**src/rtl/mem_ctrl_if.sv**
```systemverilog
// Pipeline-side handshake bundle for mem_ctrl.
// slave = controller view, master = pipeline view.
interface mem_ctrl_if #(
  parameter int ADDR_W = 32,
  parameter int WORD_B = 4
);
  logic              if_req;
  logic [ADDR_W-1:0] if_addr;
  logic [8*WORD_B-1:0] if_data;
  logic              if_ready;
  logic              mem_read;
  logic              mem_write;
  logic [ADDR_W-1:0] mem_addr;
  logic [WORD_B-1:0] mem_mask;
  logic [8*WORD_B-1:0] mem_wdata;
  logic [8*WORD_B-1:0] mem_rdata;
  logic              mem_ready;
  logic              stall_if;
  logic              stall_mem;

  modport slave (
    input  if_req, if_addr,
    input  mem_read, mem_write,
    input  mem_addr, mem_mask, mem_wdata,
    output if_data, if_ready,
    output mem_rdata, mem_ready,
    output stall_if, stall_mem
  );

  modport master (
    output if_req, if_addr,
    output mem_read, mem_write,
    output mem_addr, mem_mask, mem_wdata,
    input  if_data, if_ready,
    input  mem_rdata, mem_ready,
    input  stall_if, stall_mem
  );
endinterface

```
**src/rtl/mem_ctrl.sv**
```systemverilog
// Fetch/load-store arbiter onto a byte-wide sync RAM.
// MEM_CTRL_RR_EN selects round-robin grant instead of MEM-first.
module mem_ctrl #(
  parameter int ADDR_W = 32,
  parameter int WORD_B = 4
) (
  input  logic              CLK,
  input  logic              RST_N,
  mem_ctrl_if.slave         bus,
  output logic              ram_en,
  output logic              ram_wr,
  output logic [ADDR_W-1:0] ram_addr,
  output logic [7:0]        ram_dout,
  input  logic [7:0]        ram_din
);

  localparam int DW = 8 * WORD_B;
  localparam int CW = $clog2(WORD_B);
  localparam logic [CW-1:0] LAST = CW'(WORD_B - 1);

  typedef enum logic [1:0] {
    IDLE,
    XFER,
    TAIL
  } state_t;

  state_t            state;
  logic [CW-1:0]     cnt;
  logic              gnt_mem;
  logic              st_op;
  logic [ADDR_W-1:0] base;
  logic [WORD_B-1:0] mask;
  logic [DW-1:0]     wdata;
  logic [DW-9:0]     rbuf;

  logic              pick_mem;
  logic              nb_st;
  logic [ADDR_W-1:0] nb_addr;
  logic [ADDR_W-1:0] nb_base;
  logic [CW-1:0]     nxt;
  logic [CW-1:0]     prv;

`ifdef MEM_CTRL_RR_EN
  logic last_mem;
`endif

  assign bus.stall_if  = bus.if_req & ~bus.if_ready;
  assign bus.stall_mem = (bus.mem_read | bus.mem_write)
                       & ~bus.mem_ready;

  assign nxt = cnt + CW'(1);
  assign prv = cnt - CW'(1);

  // Stall lines double as "pending": a port on its ready
  // cycle is not re-granted for the request it just finished.
  always_comb begin
    pick_mem = bus.stall_mem;
`ifdef MEM_CTRL_RR_EN
    if (bus.stall_mem && bus.stall_if)
      pick_mem = ~last_mem;
`endif
    nb_addr = pick_mem ? bus.mem_addr : bus.if_addr;
    nb_base = nb_addr & ~ADDR_W'(WORD_B - 1);
    nb_st   = pick_mem & bus.mem_write;
  end

  always_ff @(posedge CLK or negedge RST_N) begin
    if (!RST_N) begin
      state         <= IDLE;
      cnt           <= '0;
      gnt_mem       <= 1'b0;
      st_op         <= 1'b0;
      base          <= '0;
      mask          <= '0;
      wdata         <= '0;
      rbuf          <= '0;
      ram_en        <= 1'b0;
      ram_wr        <= 1'b0;
      ram_addr      <= '0;
      ram_dout      <= '0;
      bus.if_ready  <= 1'b0;
      bus.mem_ready <= 1'b0;
      bus.if_data   <= '0;
      bus.mem_rdata <= '0;
`ifdef MEM_CTRL_RR_EN
      last_mem      <= 1'b0;
`endif
    end else begin
      bus.if_ready  <= 1'b0;
      bus.mem_ready <= 1'b0;
      unique case (state)
        IDLE: begin
          if (bus.stall_if || bus.stall_mem) begin
            state    <= XFER;
            cnt      <= '0;
            gnt_mem  <= pick_mem;
            st_op    <= nb_st;
            base     <= nb_base;
            mask     <= bus.mem_mask;
            wdata    <= bus.mem_wdata;
            ram_en   <= 1'b1;
            ram_addr <= nb_base;
            ram_wr   <= nb_st & bus.mem_mask[0];
            ram_dout <= bus.mem_wdata[7:0];
`ifdef MEM_CTRL_RR_EN
            last_mem <= pick_mem;
`endif
          end
        end
        XFER: begin
          if (!st_op && cnt != '0)
            rbuf[8*prv +: 8] <= ram_din;
          if (cnt == LAST) begin
            ram_en <= 1'b0;
            ram_wr <= 1'b0;
            if (st_op) begin
              state         <= IDLE;
              bus.mem_ready <= 1'b1;
            end else begin
              state <= TAIL;
            end
          end else begin
            cnt      <= nxt;
            ram_addr <= base + ADDR_W'(nxt);
            ram_wr   <= st_op & mask[nxt];
            ram_dout <= wdata[8*nxt +: 8];
          end
        end
        TAIL: begin
          state <= IDLE;
          if (gnt_mem) begin
            bus.mem_rdata <= {ram_din, rbuf};
            bus.mem_ready <= 1'b1;
          end else begin
            bus.if_data  <= {ram_din, rbuf};
            bus.if_ready <= 1'b1;
          end
        end
        default: state <= IDLE;
      endcase
    end
  end

endmodule

```
**src/flat_wrapper.sv**
```systemverilog
// flat-port wrapper written by rule: the top's interface ports become plain ports
module mem_ctrl_flat 
#(
  parameter int ADDR_W = 32,
  parameter int WORD_B = 4
)
  (CLK, RST_N, ram_en, ram_wr, ram_addr, ram_dout, ram_din, bus_if_req, bus_if_addr, bus_mem_read, bus_mem_write, bus_mem_addr, bus_mem_mask, bus_mem_wdata, bus_if_data, bus_if_ready, bus_mem_rdata, bus_mem_ready, bus_stall_if, bus_stall_mem);
  mem_ctrl_if #(.ADDR_W(ADDR_W), .WORD_B(WORD_B)) bus_i ();
  input  logic CLK;
  input  logic RST_N;
  output logic ram_en;
  output logic ram_wr;
  output logic [ADDR_W-1:0] ram_addr;
  output logic [7:0] ram_dout;
  input  logic [7:0] ram_din;
  input wire logic [$bits(bus_i.if_req)-1:0] bus_if_req;
  input wire logic [$bits(bus_i.if_addr)-1:0] bus_if_addr;
  input wire logic [$bits(bus_i.mem_read)-1:0] bus_mem_read;
  input wire logic [$bits(bus_i.mem_write)-1:0] bus_mem_write;
  input wire logic [$bits(bus_i.mem_addr)-1:0] bus_mem_addr;
  input wire logic [$bits(bus_i.mem_mask)-1:0] bus_mem_mask;
  input wire logic [$bits(bus_i.mem_wdata)-1:0] bus_mem_wdata;
  output wire logic [$bits(bus_i.if_data)-1:0] bus_if_data;
  output wire logic [$bits(bus_i.if_ready)-1:0] bus_if_ready;
  output wire logic [$bits(bus_i.mem_rdata)-1:0] bus_mem_rdata;
  output wire logic [$bits(bus_i.mem_ready)-1:0] bus_mem_ready;
  output wire logic [$bits(bus_i.stall_if)-1:0] bus_stall_if;
  output wire logic [$bits(bus_i.stall_mem)-1:0] bus_stall_mem;
  assign bus_i.if_req = bus_if_req;
  assign bus_i.if_addr = bus_if_addr;
  assign bus_i.mem_read = bus_mem_read;
  assign bus_i.mem_write = bus_mem_write;
  assign bus_i.mem_addr = bus_mem_addr;
  assign bus_i.mem_mask = bus_mem_mask;
  assign bus_i.mem_wdata = bus_mem_wdata;
  assign bus_if_data = bus_i.if_data;
  assign bus_if_ready = bus_i.if_ready;
  assign bus_mem_rdata = bus_i.mem_rdata;
  assign bus_mem_ready = bus_i.mem_ready;
  assign bus_stall_if = bus_i.stall_if;
  assign bus_stall_mem = bus_i.stall_mem;
  mem_ctrl #(.ADDR_W(ADDR_W), .WORD_B(WORD_B)) u_core (.CLK(CLK), .RST_N(RST_N), .bus(bus_i), .ram_en(ram_en), .ram_wr(ram_wr), .ram_addr(ram_addr), .ram_dout(ram_dout), .ram_din(ram_din));
endmodule
```
**config.mk**
```make
export PLATFORM = sky130hd
export DESIGN_NAME = mem_ctrl_flat
export DESIGN_NICKNAME = d
export VERILOG_FILES = /design/src/rtl/mem_ctrl_if.sv /design/src/rtl/mem_ctrl.sv /design/src/flat_wrapper.sv
export SDC_FILE = /design/constraint.sdc
export NUM_CORES = 1
export LEC_CHECK = 0
export CAP_MARGIN = 20
export CORE_ASPECT_RATIO = 1.5
export CORE_MARGIN = 8
export CORE_UTILIZATION = 30
export CTS_CLUSTER_DIAMETER = 150
export DETAILED_ROUTE_END_ITERATION = 10
export PLACE_DENSITY_LB_ADDON = 0.05
export SYNTH_ARGS = -nofsm -noshare
export SYNTH_HDL_FRONTEND = slang
export SYNTH_SLANG_ARGS = --single-unit
```
**constraint.sdc**
```tcl
create_clock -name CLK -period 3.25 [get_ports CLK]
set_input_delay 0.4875 -clock CLK [delete_from_list [all_inputs] [get_ports CLK]]
set_output_delay 0.4875 -clock CLK [all_outputs]
set_load 0.01 [all_outputs]
```
==> summary.txt, run 1 <==
Status: complete, no violations
CTS H-tree lvls: 1
Diodes inserted: 0
R2R depth: 6
Worst Path Required: 3.64 ns
Core area: 0.03084 mm2
Grt ovf: 0
Mapped Nets: 874
Row cnt: 79
DRC viols: 0
Reg clk slew, reported paths: 0.07 ns
Final hold violation count: 0
Share of layout cells above drive strength 1: 20.98%
F_max: 398.5 MHz
Fin nets: 1083
Worst slew pin tran: 0.9101 ns
Seq/Total Area, Yosys: 54.13%
DRT Wirelength: 28.62 mm
Die Area: 0.03715 mm2
All-Layer GR Usage: 15.27%
Quantity of gates resized following cts: 0
Tot Pwr: 12.69 mW
Clock Latency Late Sink: 0.52 ns
Worst hold path class: flop to flop
Post-CTS Repair Setup Buffers: 0
Initial Util: 30.28%
Routed len/inst: 20.71 um
Endpoints failing setup: 0
Root buf cell: clkbuf_16
Yosys cell types: 38
CP endpoint kind: flop
Die W: 160.1 um
First-pass GRT wire length: 44.64 mm
Cell Chain, Critical Path: inv_1 -> ha_2 -> nor2b_2 -> o32a_2 -> buf_4 -> o32ai_1
Finished Layout Cells: 1382
CP Max Fanout: 29
First drt pass iteration count: 4
Final Critical Period: 2.510 ns
TritonCTS Buffers: 22
Core Util, Final: 41.74%
Hold_buf cts: 1
Syn Inst Count: 753
Clock Skews: 0.01350 ns
Mean post-synth cell area: 12.40 um2
Cells after DPL: 1342
Setup slack, reg-to-reg: 0.74 ns
Initial antenna violation count: 1
Yosys warning total: 0
Hold Crit Endpoint: u_core.mask[2]$_DFFE_PN0P_
Slowest CP cell: ha_2
Worst path max stage delay: 0.60 ns
CP Launch Type: flop
Arrival time worst endpoint: 2.90 ns
Largest net degree at the start of global routing: 79
Max-cap violations: 0
IO Count: 223
Slew Viols, Final: 0
Setup_tns: 0 ns
Max clock buf depth: 3
DR vias: 6632
Vias in the first global route: 7291
Final worst path period share: 77.22%
Hold wc startpoint: u_core.mask[2]$_DFFE_PN0P_
Reg2reg end: u_core.ram_addr[14]$_DFFE_PN0P_
Post-route ant nets: 0
Leakage power: 5.425 nW
Number of DRC markers in iteration 0: 171
DPL Wire Length: 19.90 mm
Launch instance of the worst register-to-register path: u_core.state[1]$_DFFE_PN0P_
Hold depth: 1
Die height: 232.1 um
Yosys reg bits: 202
Power density over the cells: 985.4 mW/mm2
CTS tree: yes
Cell area after synthesis: 0.009339 mm2
Sink Count: 202
Via density: 4.799
Unrepaired setup endpoints after global routing: false
Area added between synthesis and finish: 37.85%
Buffers added on ports: 218
Slew HR: 39.33%
Max rail drop VDD: 469.5 uV
Final RePlAce weighted congestion: 0.7015
CP Class: flop to flop
state kept, by name, summed over array words and instances, names as in the netlist:
register / cells
u_core.base: 30
u_core.wdata: 32
u_core.st_op: 1
u_core.gnt_mem: 1
u_core.ram_wr: 1
u_core.ram_en: 1
u_core.rbuf: 24
u_core.mask: 4
u_core.state: 2
u_core.ram_dout: 8
u_core.ram_addr: 31
u_core.cnt: 1
u_core.bus.mem_ready: 1
u_core.bus.if_data: 32
u_core.bus.mem_rdata: 32
u_core.bus.if_ready: 1
kinds of logic after synthesis:
kind of cell | after synthesis | synth area share, %
simple gates | 124 | 6.176
compound gates | 108 | 8.561
fa+ha+maj | 8 | 1.072
flops | 202 | 54.13
mux | 216 | 25.94
buf+inv | 95 | 4.126
layout make-up:
class	count	area (um2)
Inverter	41	153.9
Tap cell	405	506.7
Timing Repair Buffer	239	2384
Clock buffer	30	651.9
Clock inverter	9	195.2
Fill cell	3003	17970
Sequential cell	202	5055
Multi-Input combinational cell	456	3928
placed cells by master, fill, tap and decap left out, drive strengths merged, types with 2 or more instances in the layout:
cell type | synthesis | final
o22ai | 31 | 31
clkinv | 0 | 3
ha | 8 | 8
mux2i | 17 | 17
bufinv | 0 | 6
a22o | 8 | 8
dfrtp | 202 | 202
nor2 | 62 | 62
o32ai | 31 | 31
clkbuf | 28 | 31
buf | 26 | 20
inv | 41 | 41
nand2b | 12 | 12
o21ai | 19 | 19
nand4bb | 3 | 3
a31oi | 3 | 3
nor2b | 2 | 2
o221ai | 10 | 10
clkdlybuf4s50 | 0 | 217
mux2 | 198 | 198
nand2 | 35 | 35
nand3 | 3 | 3
metal layers:
layer,GRT usage [%],up-vias,routed length [um]
met4,4.569,2,577
met5,0,-,9
met2,27.75,172,14810
met3,4.187,37,1745
met1,17.07,3309,11480
li1,-,3112,-
power breakdown:
| group | switching, mW | internal [mW] | leakage [nW] |
|---|---|---|---|
| sequential | 0.642 | 3.68 | 2.44 |
| combinational | 2.61 | 2.82 | 2.57 |
| clock | 1.06 | 1.88 | 0.418 |
Yosys cell counts (all sizes together):
cell	count	area, um2
nand3b	1	7.510
o221a	1	11.26
nand3	3	15.01
nor3b	1	12.51
dfrtp	202	5055
o21bai	1	18.77
a32o	1	10.01
nand4bb	3	33.78
o22ai	31	193.9
mux2	198	2230
and3	1	6.260
o32ai	31	271.5
nand2b	12	75.07
o221ai	10	87.58
a21oi	1	5.000
a31oi	3	18.77
a21boi	1	7.510
clkbuf	28	105.1
nor3	1	10.01
nor2b	2	12.51
or2	1	6.260
nor2	62	232.7
nand2	35	131.4
mux2i	17	170.2
o32a	1	10.01
nor4b	1	23.77
ha	8	100.1
buf	26	126.4
a22o	8	70.07
o21ai	19	95.09
nor4bb	1	10.01
inv	41	153.9
mux4	1	22.52
metrics by stage:
| step | instance area, um2 | setup slack, ns | hold slack [ns] |
|---|---|---|---|
| CTS | 12870 | 0.6590 | 0.4858 |
| finish | 12870 | 0.7404 | 0.4847 |
| global placement | 12020 | 0.6798 | 0.4638 |
| floorplan | 9339 | 0.9165 | 0.1919 |
| detailed placement | 12020 | 0.6669 | 0.4707 |
| global route | 12870 | 0.5426 | 0.5043 |
worst max-delay path by stage:
stage	cells past startpoint	slack, ns	start	to
floorplan	7	0.92	u_core.cnt[0]$_DFFE_PN0P_	u_core.ram_dout[0]$_DFFE_PN0P_
global placement	6	0.68	bus_mem_write	u_core.wdata[6]$_DFFE_PN0P_
detailed placement	6	0.67	u_core.state[1]$_DFFE_PN0P_	u_core.ram_addr[14]$_DFFE_PN0P_
CTS	6	0.66	u_core.state[1]$_DFFE_PN0P_	u_core.ram_addr[14]$_DFFE_PN0P_
global route	6	0.54	u_core.state[1]$_DFFE_PN0P_	u_core.ram_addr[13]$_DFFE_PN0P_
finish	6	0.74	u_core.state[1]$_DFFE_PN0P_	u_core.ram_addr[14]$_DFFE_PN0P_
worst max-delay path: cells and delay by family (launching register included):
kind,cells,cell delay [ns]
AOI/OAI and AO/OA,2,0.66
adders and majority gates,1,0.60
DFF,1,0.38
buffers and inverters,2,0.44
and+or+nand+nor,1,0.29
Note: power is estimated with default switching activity, not from simulation.
==> run 2, diff against run 1 <==
- clock period: 3.25 -> 2.12 ns (I/O delays scaled with it)
==> run 2 against run 1 <==
Net effect:
- sequential power rose by 53%
- combinational power rose by 63%
- power grew 53%
- flip-flop and latch count is the same
- worst hold slack got worse by 0.19 ns
- fmax grew 26%
- first-iteration DRC count grew 6.4%
- via count rose by 1.6%
- critical endpoint is now u_core.ram_dout[1]$_DFFE_PN0P_
- highest routed layer unchanged
==> summary.txt, run 2 (same netlist as run 1, synthesis figures left out) <==
Status: complete, no violations (unchanged)
IO Count: 223 (unchanged)
CP Class: flop to flop (unchanged)
Worst hold path class: primary input to asynchronous set/reset pin (was flop to flop)
DRT Wirelength: 28.66 mm (was 28.62 mm)
Max-cap violations: 0 (unchanged)
Worst Path Required: 2.50 ns (was 3.64 ns)
Slew HR: 65.81% (was 39.33%)
CTS tree: yes (unchanged)
TritonCTS Buffers: 23 (was 22)
Final RePlAce weighted congestion: 0.7384 (was 0.7015)
Commonest non-fill, non-tap cell in the layout: clkdlybuf4s50_1 (unchanged)
Die height: 232.1 um (unchanged)
F_max: 501.5 MHz (was 398.5 MHz)
Most frequent cells in the layout: clkdlybuf4s50_1, dfrtp_1, mux2_2 (unchanged)
Area added between synthesis and finish: 40.90% (was 37.85%)
Worst slew pin tran: 0.5128 ns (was 0.9101 ns)
Root buf cell: clkbuf_16 (unchanged)
Fin nets: 1111 (was 1083)
Diodes inserted: 0 (unchanged)
CP Launch Type: flop (unchanged)
First-pass GRT wire length: 45.33 mm (was 44.64 mm)
Unrepaired setup endpoints after global routing: false (unchanged)
Post-route ant nets: 0 (unchanged)
Leakage power: 5.568 nW (was 5.425 nW)
Sink Count: 202 (unchanged)
Core area: 0.03084 mm2 (unchanged)
Final WS setup: 0.1260 ns (was 0.7404 ns)
CP endpoint kind: flop (unchanged)
Endpoints failing setup: 0 (unchanged)
Buffers added on ports: 218 (unchanged)
Final Critical Period: 1.994 ns (was 2.510 ns)
Routed len/inst: 20.34 um (was 20.71 um)
Final worst path period share: 94.06% (was 77.22%)
DR vias: 6741 (was 6632)
Die W: 160.1 um (unchanged)
WHS: 0.2960 ns (was 0.4847 ns)
DPL Wire Length: 20.35 mm (was 19.90 mm)
All-Layer GR Usage: 15.44% (was 15.27%)
First drt pass iteration count: 4 (unchanged)
Clock Skews: 0.01144 ns (was 0.01350 ns)
Final hold violation count: 0 (unchanged)
CTS H-tree lvls: 1 (unchanged)
Share of layout cells above drive strength 1: 23.01% (was 20.98%)
Initial antenna violation count: 2 (was 1)
Vias in the first global route: 7453 (was 7291)
Initial Util: 30.28% (unchanged)
Row cnt: 79 (unchanged)
Reg clk slew, reported paths: 0.06 ns (was 0.07 ns)
Slew Viols, Final: 0 (unchanged)
Slowest CP cell: dfrtp_1 (was ha_2)
Grt ovf: 0 (unchanged)
Core Util, Final: 42.67% (was 41.74%)
Die Area: 0.03715 mm2 (unchanged)
Worst path max stage delay: 0.43 ns (was 0.60 ns)
Max rail drop VDD: 683.1 uV (was 469.5 uV)
Dpl ws: -0.02006 ns (was 0.6669 ns)
Max clock buf depth: 3 (unchanged)
CP Max Fanout: 16 (was 29)
DRC viols: 0 (unchanged)
Number of DRC markers in iteration 0: 182 (was 171)
Clock Latency Late Sink: 0.51 ns (was 0.52 ns)
Largest net degree at the start of global routing: 49 (was 79)
Arrival time worst endpoint: 2.38 ns (was 2.90 ns)
Tot Pwr: 19.42 mW (was 12.69 mW)
Power density over the cells: 1476 mW/mm2 (was 985.4 mW/mm2)
Top flop regs: u_core.bus.if_data x32, u_core.bus.mem_rdata x32, u_core.wdata x32 (unchanged)
Via density: 4.784 (was 4.799)
Cell Chain, Critical Path: inv_1 -> ha_1 -> buf_12 -> mux2i_1 -> o221ai_1 -> mux2_1 (was inv_1 -> ha_2 -> nor2b_2 -> o32a_2 -> buf_4 -> o32ai_1)
run 2: changes by cell type in the layout (fill, tap and decap cells not counted), sizes merged:
cell / previous run / this run
buf: 20 / 47
clkinv: 3 / 2
clkbuf: 31 / 35
dlygate4sd2: 0 / 2
bufinv: 6 / 1
clkinvlp: 0 / 2
clkdlybuf4s50: 217 / 215
run 2: timing repair:
| item | 4_1_cts | 5_1_grt |
|---|---|---|
| resized for setup | 3 | 0 |
| setup buffers | 0 | 0 |
| hold endpoints to repair | 33 | 0 |
| hold buffers | 1 | 0 |
| endpoints found under the setup margin | 2 | 0 |
run 2: metal layers:
metal / global-route usage (%) / share of wire [%] / up-vias
met5: 0 / 0.077 / -
met4: 3.808 / 1.5 / 4
met3: 3.620 / 5.4 / 31
met2: 28.33 / 52 / 162
met1: 17.76 / 41 / 3376
li1: - / - / 3168
run 2: worst paths after layout:
check	from	endpoint	slack (ns)	depth (start not counted)
max	u_core.ram_addr[1]$_DFFE_PN0P_	u_core.ram_dout[1]$_DFFE_PN0P_	0.13	6
min	RST_N	u_core.wdata[25]$_DFFE_PN0P_	0.30	2
max reg2reg	u_core.ram_addr[1]$_DFFE_PN0P_	u_core.ram_dout[1]$_DFFE_PN0P_	0.13	6
min reg2reg	u_core.mask[1]$_DFFE_PN0P_	u_core.mask[1]$_DFFE_PN0P_	0.49	1
max in group asynchronous	RST_N	u_core.wdata[26]$_DFFE_PN0P_	1.14	3
min in group CLK	bus_mem_wdata[28]	u_core.wdata[28]$_DFFE_PN0P_	0.41	2
run 2: final cells by class:
cell class | count | area, um2
multi-input combinational | 456 | 3930
tap | 405 | 506.7
inverter | 41 | 153.9
clock buffer | 34 | 686.9
sequential | 202 | 5055
clock inverter | 5 | 55.05
fill | 2995 | 17680
timing repair buffer | 266 | 2771
run 2: worst max-delay path: cells and delay by family, from the launching register on:
family | cells | cell delay, ns
mux | 2 | 0.61
buf+inv | 2 | 0.31
compound gates | 1 | 0.16
fa+ha+maj | 1 | 0.35
flops | 1 | 0.43
run 2: report_power, final:
| part | internal (mW) | switching, mW | leakage, nW |
|---|---|---|---|
| logic | 4.77 | 4.08 | 2.77 |
| clock network | 2.35 | 1.60 | 0.361 |
| registers | 5.64 | 0.975 | 2.44 |
| total | 12.8 | 6.65 | 5.57 |
run 2: stage by stage:
| stage | area [um2] | setup TNS [ns] | instances |
|---|---|---|---|
| 3_3_place_gp | 12410 | -0.006154 | 1369 |
| 6_report | 13160 | 0 | 1409 |
| 3_5_place_dp | 12410 | -0.1084 | 1369 |
| 2_1_floorplan | 9341 | 0 | 753 |
| 5_1_grt | 13160 | 0 | 1409 |
| 4_1_cts | 13160 | 0 | 1409 |
==> run 3, diff against run 2 <==
- CORE_UTILIZATION: 30 -> 35
- PLACE_DENSITY: default -> 0.65
- PLACE_DENSITY_LB_ADDON: 0.05 -> default
==> run 3 against run 2 <==
Net effect:
- core utilization is 6.9 points higher
- clock power is 7.9% higher
- flip-flop and latch count stayed put
- combinational power down 2.5%
- global-route usage is 0.95 points higher
- wire length fell by 6.9%
- clock-buffer cell count decreased by 5
- final cell count down 4.8%
- final area decreased by 0.49%
- critical path depth shrank 2
- critical endpoint is now bus_stall_mem
- highest routed layer unchanged
==> summary.txt, run 3 (same netlist as run 1, synthesis figures left out) <==
Status: complete, no violations (unchanged)
CP Class: flop to output pin (was flop to flop)
Max-cap violations: 0 (unchanged)
Arrival time worst endpoint: 1.67 ns (was 2.38 ns)
Unrepaired setup endpoints after global routing: false (unchanged)
Tot Pwr: 19.53 mW (was 19.42 mW)
Vias in the first global route: 7426 (was 7453)
CP Launch Type: flop (unchanged)
Slew Viols, Final: 0 (unchanged)
Die W: 149.4 um (was 160.1 um)
Worst path max stage delay: 0.44 ns (was 0.43 ns)
Slew HR: 58.25% (was 65.81%)
Final RePlAce weighted congestion: 0.7504 (was 0.7384)
CTS tree: yes (unchanged)
Buffers added on ports: 218 (unchanged)
CP Max Fanout: 8 (was 16)
Initial Util: 35.38% (was 30.28%)
All-Layer GR Usage: 16.39% (was 15.44%)
Max clock buf depth: 3 (unchanged)
Final WS setup: 0.1366 ns (was 0.1260 ns)
Number of DRC markers in iteration 0: 189 (was 182)
Core area: 0.02640 mm2 (was 0.03084 mm2)
Max rail drop VDD: 776.6 uV (was 683.1 uV)
Initial antenna violation count: 4 (was 2)
Most frequent cells in the layout: clkdlybuf4s50_1, dfrtp_1, mux2_2 (unchanged)
Worst Path Required: 1.80 ns (was 2.50 ns)
Final instance area: 0.01309 mm2 (was 0.01316 mm2)
Area added between synthesis and finish: 40.21% (was 40.90%)
Finished Layout Cells: 1342 (was 1409)
Sink Count: 202 (unchanged)
CTS H-tree lvls: 1 (unchanged)
Share of layout cells above drive strength 1: 22.95% (was 23.01%)
Routed len/inst: 19.88 um (was 20.34 um)
Reg clk slew, reported paths: 0.06 ns (about the same)
TritonCTS Buffers: 22 (was 23)
Die height: 216.1 um (was 232.1 um)
Fin nets: 1107 (was 1111)
First-pass GRT wire length: 42.11 mm (was 45.33 mm)
Commonest non-fill, non-tap cell in the layout: clkdlybuf4s50_1 (unchanged)
CP endpoint kind: output pin (was flop)
Final worst path period share: 93.56% (was 94.06%)
Power density over the cells: 1492 mW/mm2 (was 1476 mW/mm2)
Via density: 5.101 (was 4.784)
IO Count: 223 (unchanged)
DR vias: 6845 (was 6741)
Largest net degree at the start of global routing: 69 (was 49)
WHS: 0.4169 ns (was 0.2960 ns)
Row cnt: 73 (was 79)
Dpl ws: -0.05010 ns (was -0.02006 ns)
Root buf cell: clkbuf_16 (unchanged)
Clock Skews: 0.01113 ns (was 0.01144 ns)
Top flop regs: u_core.bus.if_data x32, u_core.bus.mem_rdata x32, u_core.wdata x32 (unchanged)
F_max: 504.2 MHz (was 501.5 MHz)
Final hold violation count: 0 (unchanged)
Post-CTS Repair Setup Buffers: 0 (unchanged)
Cells after DPL: 1298 (was 1369)
Die Area: 0.03227 mm2 (was 0.03715 mm2)
DRC viols: 0 (unchanged)
Clock Latency Late Sink: 0.50 ns (was 0.51 ns)
Worst slew pin tran: 0.6253 ns (was 0.5128 ns)
Final Critical Period: 1.983 ns (was 1.994 ns)
Placed cell areas: 0.01227 mm2 (was 0.01241 mm2)
Worst hold path class: primary input to asynchronous set/reset pin (unchanged)
DRT Wirelength: 26.68 mm (was 28.66 mm)
First drt pass iteration count: 4 (unchanged)
Endpoints failing setup: 0 (unchanged)
Post-route ant nets: 0 (unchanged)
Leakage power: 5.577 nW (was 5.568 nW)
Slowest CP cell: dfrtp_2 (was dfrtp_1)
Cell Chain, Critical Path: o21bai_4 -> inv_2 -> buf_12 -> dlygate4sd2_1 (was inv_1 -> ha_1 -> buf_12 -> mux2i_1 -> o221ai_1 -> mux2_1)
Grt ovf: 0 (unchanged)
DPL Wire Length: 19.10 mm (was 20.35 mm)
==> run 3: cell types whose count changed in the layout (fill, tap and decap cells not counted), moves of 2 or more <==
cell        delta
diode_2        +3
clkbuf_8       -5
clkinvlp_4     -2
bufinv_16      +4
clkinv_2       +2
buf_12         -3
==> run 3: repair_timing <==
item	4_1_cts	5_1_grt
resized for setup	4	0
hold buffers	1	0
endpoints found under the setup margin	2	0
endpoints found under the hold margin	59	0
==> run 3: final timing paths <==
kind	slack, ns	from	to	cells after the start
worst min-delay path	0.42	RST_N	u_core.wdata[30]$_DFFE_PN0P_	2
worst min register to register	0.48	u_core.wdata[10]$_DFFE_PN0P_	u_core.wdata[10]$_DFFE_PN0P_	1
worst max register to register	0.17	u_core.state[1]$_DFFE_PN0P_	u_core.ram_addr[3]$_DFFE_PN0P_	7
min in group CLK	0.42	bus_mem_wdata[11]	u_core.wdata[11]$_DFFE_PN0P_	2
max in group asynchronous	1.07	RST_N	u_core.bus.mem_ready$_DFF_PN0_	3
worst max-delay path	0.14	u_core.bus.mem_ready$_DFF_PN0_	bus_stall_mem	4
==> run 3: per-stage QoR <==
| stage | utilization (%) | setup TNS, ns |
|---|---|---|
| final | 49.60 | 0 |
| after global routing | 49.60 | 0 |
| after CTS | 49.58 | 0 |
| after detailed placement | 46.47 | -1.242 |
| after global placement | 46.47 | -0.4119 |
| after floorplan | - | 0 |
==> run 3: power by group <==
group / total (mW) / switching (mW) / internal (mW)
Clock: 4.25 / 1.58 / 2.67
Sequential: 6.64 / 1.00 / 5.64
Combinational: 8.63 / 4.00 / 4.64
==> run 3: layout make-up <==
| cell class | count | area [um2] |
|---|---|---|
| diodes | 3 | 7.507 |
| clock buffers | 29 | 618.1 |
| clock inverters | 11 | 190.2 |
| fillers | 2392 | 13300 |
| inverters | 41 | 153.9 |
| multi-input cells | 456 | 3935 |
| flip-flops and latches | 202 | 5056 |
| well taps | 337 | 421.7 |
| repair buffers | 263 | 2711 |
==> run 3: critical path: cells and delay by family, from the launching register on <==
family | cells | cell delay (ns)
compound gates | 1 | 0.21
buf+inv | 3 | 0.50
flops | 1 | 0.44
==> run 3: layer usage <==
| metal | global-route usage, % | routed length [um] | vias up |
|---|---|---|---|
| li1 | - | - | 3162 |
| met3 | 3.483 | 1581 | 32 |
| met2 | 29.55 | 14050 | 187 |
| met4 | 5.437 | 516 | 2 |
| met1 | 18.65 | 10520 | 3462 |
| met5 | 0 | 13 | - |
